`src/rtl/bcd_counter_2digit.sv`:
```
// Two-digit BCD up/down counter with a STOP/RUN FSM, a run-time prescaler tick,
// single-step in STOP, clamped synchronous preset and a wrap pulse on 99<->00.

module bcd_digit (
  input  logic       clk,
  input  logic       rst,
  input  logic       load,
  input  logic [3:0] load_val,
  input  logic       en,
  input  logic       up,
  output logic [3:0] digit,
  output logic       carry
);
  // Carry/borrow into the next digit when this one rolls over on an enabled event.
  assign carry = en && (up ? (digit >= 4'd9) : (digit == 4'd0));

  always_ff @(posedge clk) begin
    if (rst)
      digit <= 4'd0;
    else if (load)
      digit <= (load_val > 4'd9) ? 4'd9 : load_val;
    else if (en) begin
      if (up)
        digit <= (digit >= 4'd9) ? 4'd0 : digit + 4'd1;
      else
        digit <= (digit == 4'd0) ? 4'd9 : ((digit > 4'd9) ? 4'd9 : digit - 4'd1);
    end
  end
endmodule

module bcd_counter_2digit #(
  parameter int TICK_DIV = 50_000_000
) (
  input  logic       clk,
  input  logic       rst,
  input  logic       run_toggle,
  input  logic       step,
  input  logic       up,
  input  logic       load,
  input  logic [3:0] load_tens,
  input  logic [3:0] load_units,
  output logic [3:0] bcd_tens,
  output logic [3:0] bcd_units,
  output logic       running,
  output logic       wrap
);
  localparam int NUM_DIGITS = 2;
  localparam int PW = (TICK_DIV > 2) ? $clog2(TICK_DIV) : 1;
  localparam logic [PW-1:0] LAST = PW'(TICK_DIV - 1);

  typedef enum logic {STOP = 1'b0, RUN = 1'b1} state_t;

  state_t                             state;
  logic [PW-1:0]                      presc;
  logic                               tick;
  logic                               ev;
  logic [NUM_DIGITS-1:0][3:0]         digits;
  logic [NUM_DIGITS-1:0][3:0]         load_vals;
  logic [NUM_DIGITS-1:0]              en;
  logic [NUM_DIGITS-1:0]              carry;

  assign tick      = (state == RUN) && (presc == LAST);
  assign ev        = tick || ((state == STOP) && step);
  assign load_vals = {load_tens, load_units};

  // Units see the count event; each higher digit is enabled by the carry below it.
  genvar i;
  generate
    for (i = 0; i < NUM_DIGITS; i++) begin : g_digit
      if (i == 0) begin : g_lsd
        assign en[i] = ev;
      end else begin : g_hsd
        assign en[i] = carry[i-1];
      end
      bcd_digit u_digit (
        .clk      (clk),
        .rst      (rst),
        .load     (load),
        .load_val (load_vals[i]),
        .en       (en[i]),
        .up       (up),
        .digit    (digits[i]),
        .carry    (carry[i])
      );
    end
  endgenerate

  assign bcd_units = digits[0];
  assign bcd_tens  = digits[1];

  always_ff @(posedge clk) begin
    if (rst) begin
      state   <= STOP;
      running <= 1'b0;
      presc   <= '0;
      wrap    <= 1'b0;
    end else begin
      // A coinciding tick is still counted by the digits; the toggle only moves the FSM.
      if (run_toggle) begin
        state   <= (state == STOP) ? RUN : STOP;
        running <= (state == STOP);
      end
      if (load || state == STOP || run_toggle || tick)
        presc <= '0;
      else
        presc <= presc + 1'b1;
      wrap <= !load && carry[NUM_DIGITS-1];
    end
  end
endmodule

```
`config.mk`:
```
export PLATFORM = sky130hd
export DESIGN_NAME = bcd_counter_2digit
export DESIGN_NICKNAME = d
export VERILOG_FILES = /design/src/rtl/bcd_counter_2digit.sv
export SDC_FILE = /design/constraint.sdc
export NUM_CORES = 1
export LEC_CHECK = 0
export ABC_AREA = 1
export BUFFER_PORTS_ARGS = -buffer_cell sky130_fd_sc_hd__buf_4
export CAP_MARGIN = 20
export CELL_PAD_IN_SITES_DETAIL_PLACEMENT = 1
export CELL_PAD_IN_SITES_GLOBAL_PLACEMENT = 1
export CORE_AREA = 10 10 88 90
export CTS_CLUSTER_DIAMETER = 30
export DETAILED_ROUTE_END_ITERATION = 6
export DIE_AREA = 0 0 98 100
export GPL_TIMING_DRIVEN = 0
export PLACE_DENSITY_LB_ADDON = 0.1
export SYNTH_ARGS = -nofsm -noshare
export SYNTH_HDL_FRONTEND = slang
export SYNTH_HIERARCHICAL = 1
export SYNTH_SLANG_ARGS = --single-unit
```
`constraint.sdc`:
```
create_clock -name clk -period 2.7 [get_ports clk]
set_clock_uncertainty 0.1 [all_clocks]
set_input_delay 0.27 -clock clk [delete_from_list [all_inputs] [get_ports clk]]
set_output_delay 0.27 -clock clk [all_outputs]
set_load 0.01 [all_outputs]
```
==> results of run 1 <==
==> path summary, 6_finish.rpt <==
check        startpoint                     endpoint  slack, ns  depth (start not counted)
max reg2reg    presc[0]  g_digit[1].u_digit/digit[3]       0.23                         14
max            presc[0]  g_digit[1].u_digit/digit[3]       0.23                         14
min                 rst  g_digit[0].u_digit/digit[3]       0.12                          2
min reg2reg    presc[0]                     presc[0]       0.38                          1
==> registers in the layout (all words and copies together) (netlist names) <==
signal	count
g_digit.u_digit/digit	8
presc	26
running	1
wrap	1
==> Yosys cell counts (4+ instances only) <==
master and count:
nand2_1 109, nor2_1 60, inv_1 38, dfxtp_1 36
nand3_1 28, a21oi_1 24, o21ai_0 11, ha_1 9
xnor2_1 8, nand2_2 6, nor2_2 6, xor2_1 6
nor2_4 4, o21bai_1 4
==> metal layers <==
metal | global-route usage | wire length [um] | vias up
met5 | 0 | 0 | -
met4 | 0.03356 | 65 | 0
met3 | 0.03022 | 277 | 6
met2 | 0.2503 | 3251 | 31
met1 | 0.1661 | 3092 | 1114
li1 | - | - | 1260
==> kinds of logic (layout without fill, tap and decap cells) <==
logic type               count (synthesis)  after routing
AND/OR/NAND/NOR                        228            228
buffers and inverters                   47             78
AO/OA/AOI/OAI                           46             46
flip-flops                              36             36
XOR/XNOR                                14             14
adder cells (fa/ha/maj)                  9              9
==> cell usage in the layout (no fill, tap or decap) <==
cell and instances:
nand2_1 109, nor2_1 60, inv_1 38, dfxtp_1 36, nand3_1 28, a21oi_1 24, buf_4 23, o21ai_0 11
ha_1 9, xnor2_1 8, nand2_2 6, nor2_2 6, xor2_1 6, clkbuf_8 5, nor2_4 4, o21bai_1 4
inv_2 3, nor3_1 3, or2_0 3, nand3_2 2, buf_6 2, inv_6 2, a31oi_2 2, o211ai_1 2
o21ai_1 2, nand4_1 2, nand2_4 1, buf_8 1, or2_2 1, buf_12 1, a21oi_2 1, and2_1 1
nand3b_1 1, nor3b_1 1, clkinvlp_4 1, bufinv_16 1, clkinv_2 1
==> cell type report <==
class	instances	area, um^2
Timing Repair Buffer	23	172.7
Clock buffer	5	68.82
Inverter	43	171.4
Buffer	4	57.56
Sequential cell	36	720.7
Multi-Input combinational cell	297	1499
Tap cell	77	96.34
Clock inverter	3	42.54
Fill cell	883	3303
==> power groups by stage <==
stage / Combinational (mW) / Clock [mW] / Sequential [mW]
after floorplan: 0.146 / 0 / 0.580
after global placement: 0.220 / 0 / 0.581
after detailed placement: 0.226 / 0 / 0.582
after CTS: 0.226 / 0.503 / 0.569
after global routing: 0.256 / 0.514 / 0.572
final: 0.222 / 0.489 / 0.569
==> per-stage QoR <==
stage / hold WS, ns / utilization / setup WS [ns] / instances
floorplan: 0.2391 / - / 0.6821 / 380
global placement: 0.3488 / 0.4432 / 0.2966 / 480
detailed placement: 0.3602 / 0.4432 / 0.2280 / 480
CTS: 0.1153 / 0.4613 / 0.2025 / 488
global route: 0.1279 / 0.4613 / 0.01239 / 488
finish: 0.1189 / 0.4613 / 0.2288 / 488
==> flow_summary.toml, run 1 <==
[synthesis]
yosysTopAreaCell = "dfxtp_1"
synth-xor-area-share = 0.05008
seq_area_frac_synth = 0.2943
netlist_area_um2 = 2449
syn_nets = 403
synth-main-ff-cell = "dfxtp_1"
synth_top_area_share = 0.2943
synth-seq-cells = 36
yosys_warnings = 6
synth-adder-area-share = 0.04599
synthCells = 380
synth_area_leaders = "dfxtp_1 (29%), nand2_1 (17%), nor2_1 (9.2%)"
synthSimpleGateAreaFrac = 0.4083
synth_cell_types = 32
synth_area_per_cell_um2 = 6.444
synth_compound_area_frac = 0.1078
synthArstFlopShare = 0
synthMuxAreaShare = 0
synth_edf_count = 0
synth_top_family_by_area = "simple AND/OR/NAND/NOR gates"

[final_layout]
antenna_cells = 0
area_delta_synth_final_pct = 15.53
finalInstanceArea_um2 = 2829
drive_above_1_share = 0.1533
nets = 433

[power_and_ir_drop]
peakVddDrop_uv = 296.5
power_mw = 1.280
clockPowerShare = 0.382
p_leak_nw = 1.054
p_sw_frac = 0.2861
p_per_area_nw_per_um2 = 452.3
comb_power_share = 0.174
seqPwrFrac = 0.445
p_switching_mw = 0.3662
p_int_mw = 0.9135

[worst_setup_path]
cp-start-kind = "flip-flop"
crit_fanout = 5
worstPathCellList = "ha_1 -> nand3_2 -> inv_2 -> nand2_2 -> nor2_2 -> nand2_2 -> nand2_1 -> inv_1 -> nor3_1 -> nor2_1 -> inv_1 -> o21ai_0 -> o21bai_1 -> a21oi_1"
cpPeakStageDelay_ns = 0.39
critPathKind = "reg -> reg"
cp.required_ns = 2.82
worst_setup_path_end_kind = "flip-flop"
critPathTopFamily = "simple AND/OR/NAND/NOR gates"
cp_num_buf_inv = 3
cp_slowest_cell = "dfxtp_1"
worstPathArrival_ns = 2.60

[clock_tree]
htree_num_levels = 2
cts-root-buf = "clkbuf_8"
clkTransAtPathRegs_ns = 0.08
clk_path_buf_depth = 2
insertion_delay_ns = 0.30
cts_buffers = 5
ctsResizeCount = 0
cts_tree = "yes"
cts_setup_buffers = 0
numClockSinks = 36
holdBufCountCts = 0

[timing]
fin_crit_sh = 0.9152
slew_violations = 0
setup_viol = 0
worstMarginPinSlew_ns = 0.3420
fin_tns_setup_ns = 0
hold_viol = 0
finalCriticalPeriod_ns = 2.471
rsz0062_at_grt = "no"
max_freq_ghz = 0.4047
relSlewSlack = 0.7717

[die]
rows = 29
chipWidth_um = 98
dieArea_um2 = 9800
die_y_um = 100
start_util = 0.3993
pin_count = 24
fp.coreArea_um2 = 6132

[drt]
first_iter_violations = 52
dr.pass1.iters = 4
viasPerCell = 4.941
wl_per_cell_um = 13.70
postRouteAntennaNets = 0
vias = 2411
wl_um = 6686
route.detailed.drc = 0

[placed_design]
gp_congestion = 0.8193
io_buffers = 23
dp_hpwl_um = 5346
placed_area_um2 = 2718

[global_route]
grt_pass1_vias = 2531
grt-ovfl-total = 0
grt_pass1_wl_um = 11700
grt_usage = 0.1400
grt_max_degree = 13
antenna_found_initial = 0

[min_path]
hp-class = "in -> reg"

[status]
status = "finished, final reports clean"

[job]
cap_violations = 0
No activity file was read; power rests on OpenSTA's default activity.
==> inputs of run 2 (changes only) <==
Settings changed: CORE_AREA 10 10 88 90 to 10 10 84 86, DIE_AREA 0 0 98 100 to 0 0 94 96, SYNTH_HIERARCHICAL 1 to not set.
Clock period 2.7 ns to 3 ns, I/O delays scaled along.
==> flow_summary.toml, run 2 <==
[power_and_ir_drop]
comb_power_share = 0.183
seqPwrFrac = 0.473
p_leak_nw = 1.133
clockPowerShare = 0.344
p_switching_mw = 0.3163
power_mw = 1.073
p_int_mw = 0.7566
peakVddDrop_uv = 166.2
p_per_area_nw_per_um2 = 399.7
p_sw_frac = 0.2948

[timing]
slew_violations = 0
finalCriticalPeriod_ns = 1.920
fin_crit_sh = 0.6400
fin_tns_setup_ns = 0
fin_ws_ns = 1.080
fin_hold_ws_ns = 0.1116
rsz0062_at_grt = "no"
worstMarginPinSlew_ns = 0.4299
relSlewSlack = 0.7134
max_freq_ghz = 0.5208
hold_viol = 0
setup_viol = 0

[synthesis]
syn_nets = 393
seq_area_frac_synth = 0.3082
synth-main-ff-cell = "dfxtp_1"
synth_area_leaders = "dfxtp_1 (31%), nand2_1 (17%), nor2_1 (8.5%)"
synthCells = 370
yosysTopAreaCell = "dfxtp_1"
synth_common_cells = "nand2_1 (108), nor2_1 (53), inv_1 (44)"
synth.most_common_cell = "nand2_1"
synth_cell_types = 30
yosys_warnings = 0
synth_edf_count = 0
synth_area_per_cell_um2 = 6.320
synth-seq-cells = 36
synthArstFlopShare = 0
netlist_area_um2 = 2338
synth_top_area_share = 0.3082

[placed_design]
placed_area_um2 = 2594
gp_congestion = 0.8036
dp_hpwl_um = 5166
io_buffers = 22
pre_cts_ws_ns = 1.121
post-place-cells = 464

[job]
cap_violations = 0

[global_route]
grt_max_degree = 11
antenna_found_initial = 0
grt-ovfl-total = 0
grt_pass1_vias = 2523
grt_pass1_wl_um = 11360
grt_usage = 0.1531

[worst_setup_path]
cp-start-kind = "flip-flop"
worst_setup_path_end_kind = "flip-flop"
crit_fanout = 8
cp.required_ns = 3.09
worstPathArrival_ns = 2.01
critPathKind = "reg -> reg"

[clock_tree]
cts_setup_buffers = 0
clkTransAtPathRegs_ns = 0.07
cts_tree = "yes"
ctsResizeCount = 0
cts_buffers = 5
holdBufCountCts = 0
insertion_delay_ns = 0.29
htree_num_levels = 2
clk_path_buf_depth = 2
cts-root-buf = "clkbuf_8"
numClockSinks = 36

[drt]
route.detailed.drc = 0
vias = 2370
first_iter_violations = 59
viasPerCell = 5.021
postRouteAntennaNets = 0
wl_um = 6459
dr.pass1.iters = 5
wl_per_cell_um = 13.68

[die]
rows = 27
start_util = 0.4326
fp.coreArea_um2 = 5405
die_y_um = 96
chipWidth_um = 94
dieArea_um2 = 9024
pin_count = 24

[final_layout]
finalInstanceArea_um2 = 2684
final_common_cell = "nand2_1"
top_register = "presc"
antenna_cells = 0
nets = 422
drive_above_1_share = 0.1375
area_delta_synth_final_pct = 14.77
final_cell_mix = "nand2_1 (108), nor2_1 (53), inv_1 (44)"
largestRegisters = "presc: 26 flops, g_digit.u_digit.digit: 8 flops"
fin_util = 0.4965
nFillCells = 771
stdcell_count = 472
largest_register_ffs = 26

[status]
status = "finished, final reports clean"

[min_path]
hp-class = "in -> reg"
## run 2: worst paths after layout
path,start,end,slack (ns),cells after the start
hold / removal,rst,g_digit[1].u_digit.digit[2],0.11,2
hold reg to reg,presc[0],presc[0],0.38,1
setup / recovery,g_digit[1].u_digit.digit[0],g_digit[1].u_digit.digit[1],1.08,12
setup reg to reg,g_digit[1].u_digit.digit[0],g_digit[1].u_digit.digit[1],1.08,12
## run 2: worst max-delay path, cell delays in order, from the launching register on
cell and delay (ns):
dfxtp_1 0.48, inv_1 0.14, ha_1 0.23, nand2_1 0.10, nand2_1 0.07, nand2_1 0.11, nor2_1 0.08, inv_1 0.09
o21ai_0 0.09, a21oi_1 0.13, nand2_1 0.06, nand2_1 0.07, nor2_1 0.04
## run 2: cell type report
class / count / area [um^2] / share of cell area
clock buffers: 8 / 90.09 / 0.03357
flip-flops and latches: 36 / 720.7 / 0.2685
repair buffers: 22 / 165.2 / 0.06154
inverters: 47 / 176.4 / 0.06573
well taps: 72 / 90.09 / 0.03357
plain buffers: 6 / 27.53 / 0.01026
multi-input cells: 281 / 1414 / 0.5268
## run 2: metal layers
metal,track usage,share of wire,vias up
li1,-,-,1219
met1,0.1727,0.43,1115
met2,0.2805,0.52,29
met3,0.03502,0.036,7
met4,0.04557,0.013,0
met5,0,0,-
## run 2: cells by family (layout without fill, tap and decap cells)
family | Yosys count | after routing | share of synthesized area
simple gates | 228 | 228 | 0.4403
buf+inv | 53 | 83 | 0.08721
flops | 36 | 36 | 0.3082
compound gates | 32 | 32 | 0.07117
xor+xnor | 12 | 12 | 0.04494
fa+ha+maj | 9 | 9 | 0.04815
## run 2: power by group through the flow
stage	clock (mW)	combinational [mW]	sequential, mW
finish	0.369	0.197	0.507
global route	0.403	0.229	0.510
CTS	0.378	0.201	0.507
detailed placement	0	0.198	0.519
global placement	0	0.194	0.518
floorplan	0	0.127	0.520
